### config.mk
export PLATFORM = sky130hd
export DESIGN_NAME = fb_row_sink
export DESIGN_NICKNAME = d
export VERILOG_FILES = /design/src/rtl/fb_pkg.sv /design/src/rtl/fb_row_ram.sv /design/src/rtl/fb_row_sink.sv
export SDC_FILE = /design/constraint.sdc
export NUM_CORES = 2
export LEC_CHECK = 0
export BUFFER_PORTS_ARGS = -buffer_cell sky130_fd_sc_hd__buf_2
export CELL_PAD_IN_SITES_DETAIL_PLACEMENT = 0
export CELL_PAD_IN_SITES_GLOBAL_PLACEMENT = 1
export CORE_ASPECT_RATIO = 0.5
export CORE_MARGIN = 5
export CORE_UTILIZATION = 38
export DETAILED_ROUTE_END_ITERATION = 7
export PLACE_DENSITY_LB_ADDON = 0.1
export SKIP_LAST_GASP = 1
export SLEW_MARGIN = 5
export SYNTH_ARGS = -nofsm -noshare
export SYNTH_HDL_FRONTEND = slang
export SYNTH_HIERARCHICAL = 1
export SYNTH_SLANG_ARGS = --single-unit
### constraint.sdc
create_clock -name clk -period 4 [get_ports clk]
set_input_delay 0.4 -clock clk [delete_from_list [all_inputs] [get_ports clk]]
set_output_delay 0.4 -clock clk [all_outputs]
set_load 0.1 [all_outputs]
### src/rtl/fb_pkg.sv
// Shared parameters, flush FSM encoding and memory address layout for the
// frame-buffer row sink.
package fb_pkg;

    localparam int unsigned N_COLS = 64;
    localparam int unsigned N_ROWS = 64;
    localparam int unsigned BPP    = 24;
    localparam int unsigned CW     = $clog2(N_COLS);
    localparam int unsigned RW     = $clog2(N_ROWS);

    // mem_addr = {slot, row, col}
    localparam int unsigned AW            = 1 + RW + CW;
    localparam int unsigned ADDR_COL_LSB  = 0;
    localparam int unsigned ADDR_ROW_LSB  = CW;
    localparam int unsigned ADDR_SLOT_BIT = CW + RW;

    typedef enum logic [1:0] {
        StIdle = 2'd0,
        StRead = 2'd1,
        StXfer = 2'd2
    } flush_state_e;

endpackage

### src/rtl/fb_row_ram.sv
// Ping-pong row buffer: 2*N_COLS x BPP, one write port, one synchronous
// read port. No reset so it maps onto block RAM.
module fb_row_ram
    import fb_pkg::*;
(
    input  logic              clk,
    input  logic              we,
    input  logic [CW:0]       waddr,
    input  logic [BPP-1:0]    wdata,
    input  logic              re,
    input  logic [CW:0]       raddr,
    output logic [BPP-1:0]    rdata
);

    logic [BPP-1:0] mem [2*N_COLS];

    // Write port and registered read port; rdata holds when re is low.
    always_ff @(posedge clk) begin
        if (we) begin
            mem[waddr] <= wdata;
        end
        if (re) begin
            rdata <= mem[raddr];
        end
    end

endmodule

### src/rtl/fb_row_sink.sv
// Frame-buffer write sink: collects column writes into a ping-pong row
// buffer, flushes a stored row to the back frame slot over a ready/valid
// port, and swaps front/back slots on display vsync.
module fb_row_sink
    import fb_pkg::*;
(
    input  logic              clk,
    input  logic              rst_n,
    input  logic [RW-1:0]     fbw_row_addr,
    input  logic              fbw_row_store,
    output logic              fbw_row_rdy,
    input  logic              fbw_row_swap,
    input  logic [BPP-1:0]    fbw_data,
    input  logic [CW-1:0]     fbw_col_addr,
    input  logic              fbw_wren,
    input  logic              frame_swap,
    output logic              frame_rdy,
    output logic [AW-1:0]     mem_addr,
    output logic [BPP-1:0]    mem_data,
    output logic              mem_we,
    input  logic              mem_rdy,
    input  logic              disp_vsync,
    output logic              disp_frame_sel
);

    flush_state_e     state_q, state_d;
    logic [CW-1:0]    cnt_q;
    logic [RW-1:0]    flush_row_q;
    logic             flush_bank_q;
    logic             wr_bank_q;
    logic             swap_pending_q;
    logic             disp_sel_q;

    logic             idle;
    logic             store_ok;
    logic             swap_ok;
    logic             accept;
    logic             last;
    logic [CW-1:0]    cnt_inc;
    logic             ram_re;
    logic [CW:0]      ram_raddr;
    logic [BPP-1:0]   ram_rdata;

    assign idle     = (state_q == StIdle);
    assign store_ok = idle && fbw_row_store;
    assign swap_ok  = idle && fbw_row_swap;
    assign accept   = (state_q == StXfer) && mem_rdy;
    assign last     = (cnt_q == CW'(N_COLS - 1));
    assign cnt_inc  = cnt_q + CW'(1);

    // Read column cnt in READ; prefetch cnt+1 on each non-final accept so
    // beats stream back to back. Holding re low keeps mem_data stable.
    assign ram_re    = (state_q == StRead) || (accept && !last);
    assign ram_raddr = {flush_bank_q, (state_q == StRead) ? cnt_q : cnt_inc};

    fb_row_ram u_row_ram (
        .clk   (clk),
        .we    (fbw_wren),
        .waddr ({wr_bank_q, fbw_col_addr}),
        .wdata (fbw_data),
        .re    (ram_re),
        .raddr (ram_raddr),
        .rdata (ram_rdata)
    );

    // Flush FSM state register.
    always_ff @(posedge clk or negedge rst_n) begin
        if (!rst_n) begin
            state_q <= StIdle;
        end else begin
            state_q <= state_d;
        end
    end

    // Flush FSM next-state logic.
    always_comb begin
        state_d = state_q;
        unique case (state_q)
            StIdle:  if (store_ok) state_d = StRead;
            StRead:  state_d = StXfer;
            StXfer:  if (accept && last) state_d = StIdle;
            default: state_d = StIdle;
        endcase
    end

    // Flush outputs; address/data forced to zero outside XFER.
    always_comb begin
        fbw_row_rdy = idle;
        mem_we      = (state_q == StXfer);
        mem_addr    = '0;
        mem_data    = '0;
        if (mem_we) begin
            mem_addr = {~disp_sel_q, flush_row_q, cnt_q};
            mem_data = ram_rdata;
        end
    end

    // Column counter, latched store target and write-bank toggle.
    always_ff @(posedge clk or negedge rst_n) begin
        if (!rst_n) begin
            cnt_q        <= '0;
            flush_row_q  <= '0;
            flush_bank_q <= 1'b0;
            wr_bank_q    <= 1'b0;
        end else begin
            if (store_ok) begin
                // Latch pre-toggle bank when store and swap coincide.
                flush_bank_q <= wr_bank_q;
                flush_row_q  <= fbw_row_addr;
            end
            if (swap_ok) begin
                wr_bank_q <= ~wr_bank_q;
            end
            if (accept) begin
                cnt_q <= last ? '0 : cnt_inc;
            end
        end
    end

    // Frame swap arbitration against display vsync.
    always_ff @(posedge clk or negedge rst_n) begin
        if (!rst_n) begin
            swap_pending_q <= 1'b0;
            disp_sel_q     <= 1'b0;
        end else if (disp_vsync && (swap_pending_q || frame_swap)) begin
            disp_sel_q     <= ~disp_sel_q;
            swap_pending_q <= 1'b0;
        end else if (frame_swap) begin
            swap_pending_q <= 1'b1;
        end
    end

    assign frame_rdy      = !swap_pending_q;
    assign disp_frame_sel = disp_sel_q;

endmodule

==> run summary <==
Worst Tran Pin Value -> 1.37 ns
Post-synth EDFFs -> 3,096
Core Box Area -> 312,000 um^2
die height -> 405 um
antenna viol nets, final -> 0
Slew HR -> 8.84%
final instance area -> 140,000 um^2
Final Hold Vio Count -> 0
H-tree levels -> 5
cell family with most CP delay -> multiplexers
Total GRT Usage -> 22.1%
DRT Pass-1 Iters -> 5
Area Overhead vs Synth -> 17.9%
number of antenna violations at the first check in global routing -> 46
Tightest Hold Check Type -> in2reg
Horiz. Die Dim -> 801 um
WP data arrival -> 4.68 ns
post-synth cell types -> 37
simple-gate portion of the synthesized area -> 0.893%
Synth Area in XOR/XNOR -> 0.0664%
Num Clock Sinks -> 3,114
multiplexer share of the synthesized area -> 19.4%
CP endpoint kind -> flop
setup slack on the worst flop-to-flop path -> -0.06 ns
Mapped Nets -> 4,702
Mean Syn Cell Area -> 25.5 um^2
DP Wirelength -> 212,000 um
RSZ-0062 raised after global routing -> true
Yosys reg bits -> 3,114
sw frac -> 35.1%
hold depth -> 1
Post-synth ARST share -> 0.578%
Synth Cell Area -> 119,000 um^2
Placed Area -> 129,000 um^2
Iteration-0 DRC Markers -> 6,140
crit path max fanout -> 8
dpl cells -> 9,148
Setup Skew -> 0.0436 ns
Most used DFF post-synth -> edfxtp_1
largest family of logic cells by synthesized area -> multiplexers
I/O Buffers -> 84
net load switching power -> 42.2 mW
vias per cell -> 5.74
global-route wire length before repair -> 491,000 um
CTS tree -> built
GR Overflow Total -> 0
peak supply drop -> 0.000581 V
Worst Min Path Start -> fbw_data[1]
crit path time final -> 4.06 ns
Clock Tree Buf Depth -> 4
crit path max-delay cell type -> mux4_2
row cnt -> 145
leak pwr -> 43.5 nW
Synth Area in Compound Gates -> 0.0548%
vias in the first global route -> 57,000
most frequent cells in the layout -> 3,096 x edfxtp_1, 1,008 x mux4_2, 358 x buf_4, 302 x clkbuf_16, 131 x buf_12
final setup margin -> -0.0633 ns
Buf/Inv on CP -> 6
final wirelength -> 361,000 um
crit-path cells -> buf_12 > xor2_4 > buf_12 > buf_16 > buf_16 > buf_12 > buf_16 > mux4_2 > mux4_2 > mux4_2 > mux2_4
DIE AREA -> 325,000 um^2
layout cell share with drive strength beyond 1 -> 39.4%
Reg-to-Reg Start -> cnt_q[0]
worst r2r path cells -> 11
outcome -> complete, but fails checks
Max Cap Viol -> 0
FF-to-FF End -> u_row_ram/rdata[8]
initial core utilization -> 38.1%
failing checks -> negative setup slack
Power Density -> 858 nW/um^2
crit path kind -> reg2reg
clock power share -> 22.7%
Final setup viols -> 11
most common cell after layout, fill and taps aside -> edfxtp_1
CP peak stage delay -> 0.69 ns
Residual DRC -> 0
Ports -> 85
fmax -> 246 MHz
Internal -> 78.0 mW
pin count of the biggest net entering global routing -> 98
CTS Buf Count -> 294
Slew Limit Fails -> 0
CTS root buffer -> clkbuf_16
register share of total power -> 30.7%
Comb power frac -> 46.5%
Worst Hold Endpoint -> u_row_ram/mem[26][1]
Final #Nets -> 5,378
Post-Syn Instances -> 4,657
worst-skew pair later-pin latency -> 0.89 ns
via count -> 56,100
fillcell total -> 26,000
Routed WL per cell -> 36.9 um
sequential area share after synthesis -> 78.6%
Worst setup SP type -> flop
fin crit share -> 102%
Clock Pin Slew Worst Setup and Hold Paths -> 0.06 ns
Post-Layout Cell Count -> 9,776
yosys warns -> 6
gpl congestion -> 0.781
Req. time, crit path -> 4.62 ns
adder-cell area share of the yosys netlist -> 0.0105%
-- worst reg2reg max path, stage by stage (launching register included) --
cell and delay [ns]:
dfrtp_1 0.42, buf_12 0.15, xor2_4 0.17, buf_12 0.16
buf_16 0.20, buf_16 0.21, buf_12 0.17, buf_16 0.14
mux4_2 0.51, mux4_2 0.61, mux4_2 0.70, mux2_4 0.35
-- metal layers --
| layer | track usage (%) | up-vias | share of wire (%) |
|---|---|---|---|
| li1 | - | 21800 | - |
| met1 | 33.5 | 31900 | 45 |
| met2 | 34.4 | 2024 | 46 |
| met3 | 3.52 | 415 | 6.6 |
| met4 | 3.92 | 2 | 1.7 |
| met5 | 0 | - | 0.0036 |
-- final cells by class --
| cell class | instances | area, um^2 | area share, % |
|---|---|---|---|
| flip-flops and latches | 3114 | 93400 | 66.7 |
| diodes | 35 | 87.6 | 0.0625 |
| multi-input cells | 1292 | 25200 | 18.0 |
| inverters | 3 | 11.3 | 0.00804 |
| clock buffers | 358 | 7720 | 5.52 |
| clock inverters | 157 | 1340 | 0.959 |
| well taps | 4189 | 5240 | 3.74 |
| repair buffers | 628 | 7010 | 5.01 |
-- state kept, by name, summed over array words and instances (netlist names) --
register / flops
flush_row_q: 6
wr_bank_q: 1
cnt_q: 6
u_row_ram/rdata: 24
disp_frame_sel: 1
u_row_ram/mem: 3072
state_q: 2
swap_pending_q: 1
flush_bank_q: 1
-- metrics by stage --
step           utilization, %  setup TNS (ns)  setup slack (ns)  hold slack [ns]  total power [mW]
6_report                 44.9          -0.328           -0.0633            0.143               120
3_3_place_gp             41.5           -3.11            -0.309            0.374              91.4
5_1_grt                  44.9          -0.773           -0.0732            0.119               124
4_1_cts                  44.8          -0.321           -0.0467           0.0706               121
2_1_floorplan               -               0             0.346            0.104              65.6
3_5_place_dp             41.5           -2.38            -0.297            0.382              91.5
-- how the worst max path moves through the flow --
stage	end	startpoint	depth (start not counted)	slack [ns]
after global placement	u_row_ram/rdata[17]	state_q[1]	10	-0.31
after CTS	u_row_ram/rdata[8]	state_q[1]	11	-0.05
after global routing	u_row_ram/rdata[8]	cnt_q[0]	11	-0.07
after detailed placement	u_row_ram/rdata[17]	state_q[1]	10	-0.30
final	u_row_ram/rdata[8]	cnt_q[0]	11	-0.06
after floorplan	u_row_ram/rdata[10]	cnt_q[0]	10	0.35
-- cells in the mapped netlist (all sizes together), types with 2 or more instances --
master  instances  area share [%]
mux2           32            0.33
inv             3          0.0095
o21ai           5           0.021
and2           37            0.20
nor2          127            0.40
xnor2           7           0.052
nand4           3           0.016
or3             2           0.011
nand2          21           0.066
mux4         1008              19
buf            97            0.41
edfxtp       3096              78
nor3           10           0.042
xor2            2           0.015
clkbuf        151            0.48
nand3          17           0.076
dfrtp          18            0.38
nand2b          6           0.032
nor2b           7           0.037
-- cells by family after synthesis --
kind of cell / count (synthesis)
flip-flops: 3114
multiplexers: 1040
buffers and inverters: 251
AND/OR/NAND/NOR: 232
AO/OA/AOI/OAI: 10
XOR/XNOR: 9
adder cells (fa/ha/maj): 1
-- power groups by stage --
stage / combinational (mW) / sequential (mW) / clock [mW]
after CTS: 56.1 / 36.9 / 28.0
after detailed placement: 53.9 / 37.7 / 0
after global placement: 53.7 / 37.7 / 0
after global routing: 58.1 / 36.9 / 29.5
final: 55.9 / 36.9 / 27.3
after floorplan: 28.3 / 37.3 / 0
-- timing repair --
action,4_1_cts,5_1_grt
buffers inserted,34,19
endpoints found under the setup margin,21,22
hold buffers,24,0
cloned,10,2
pin swaps,2,2
gates resized for setup,55,21
endpoints found under the hold margin,78,0
(Power assumes the default switching activity.)
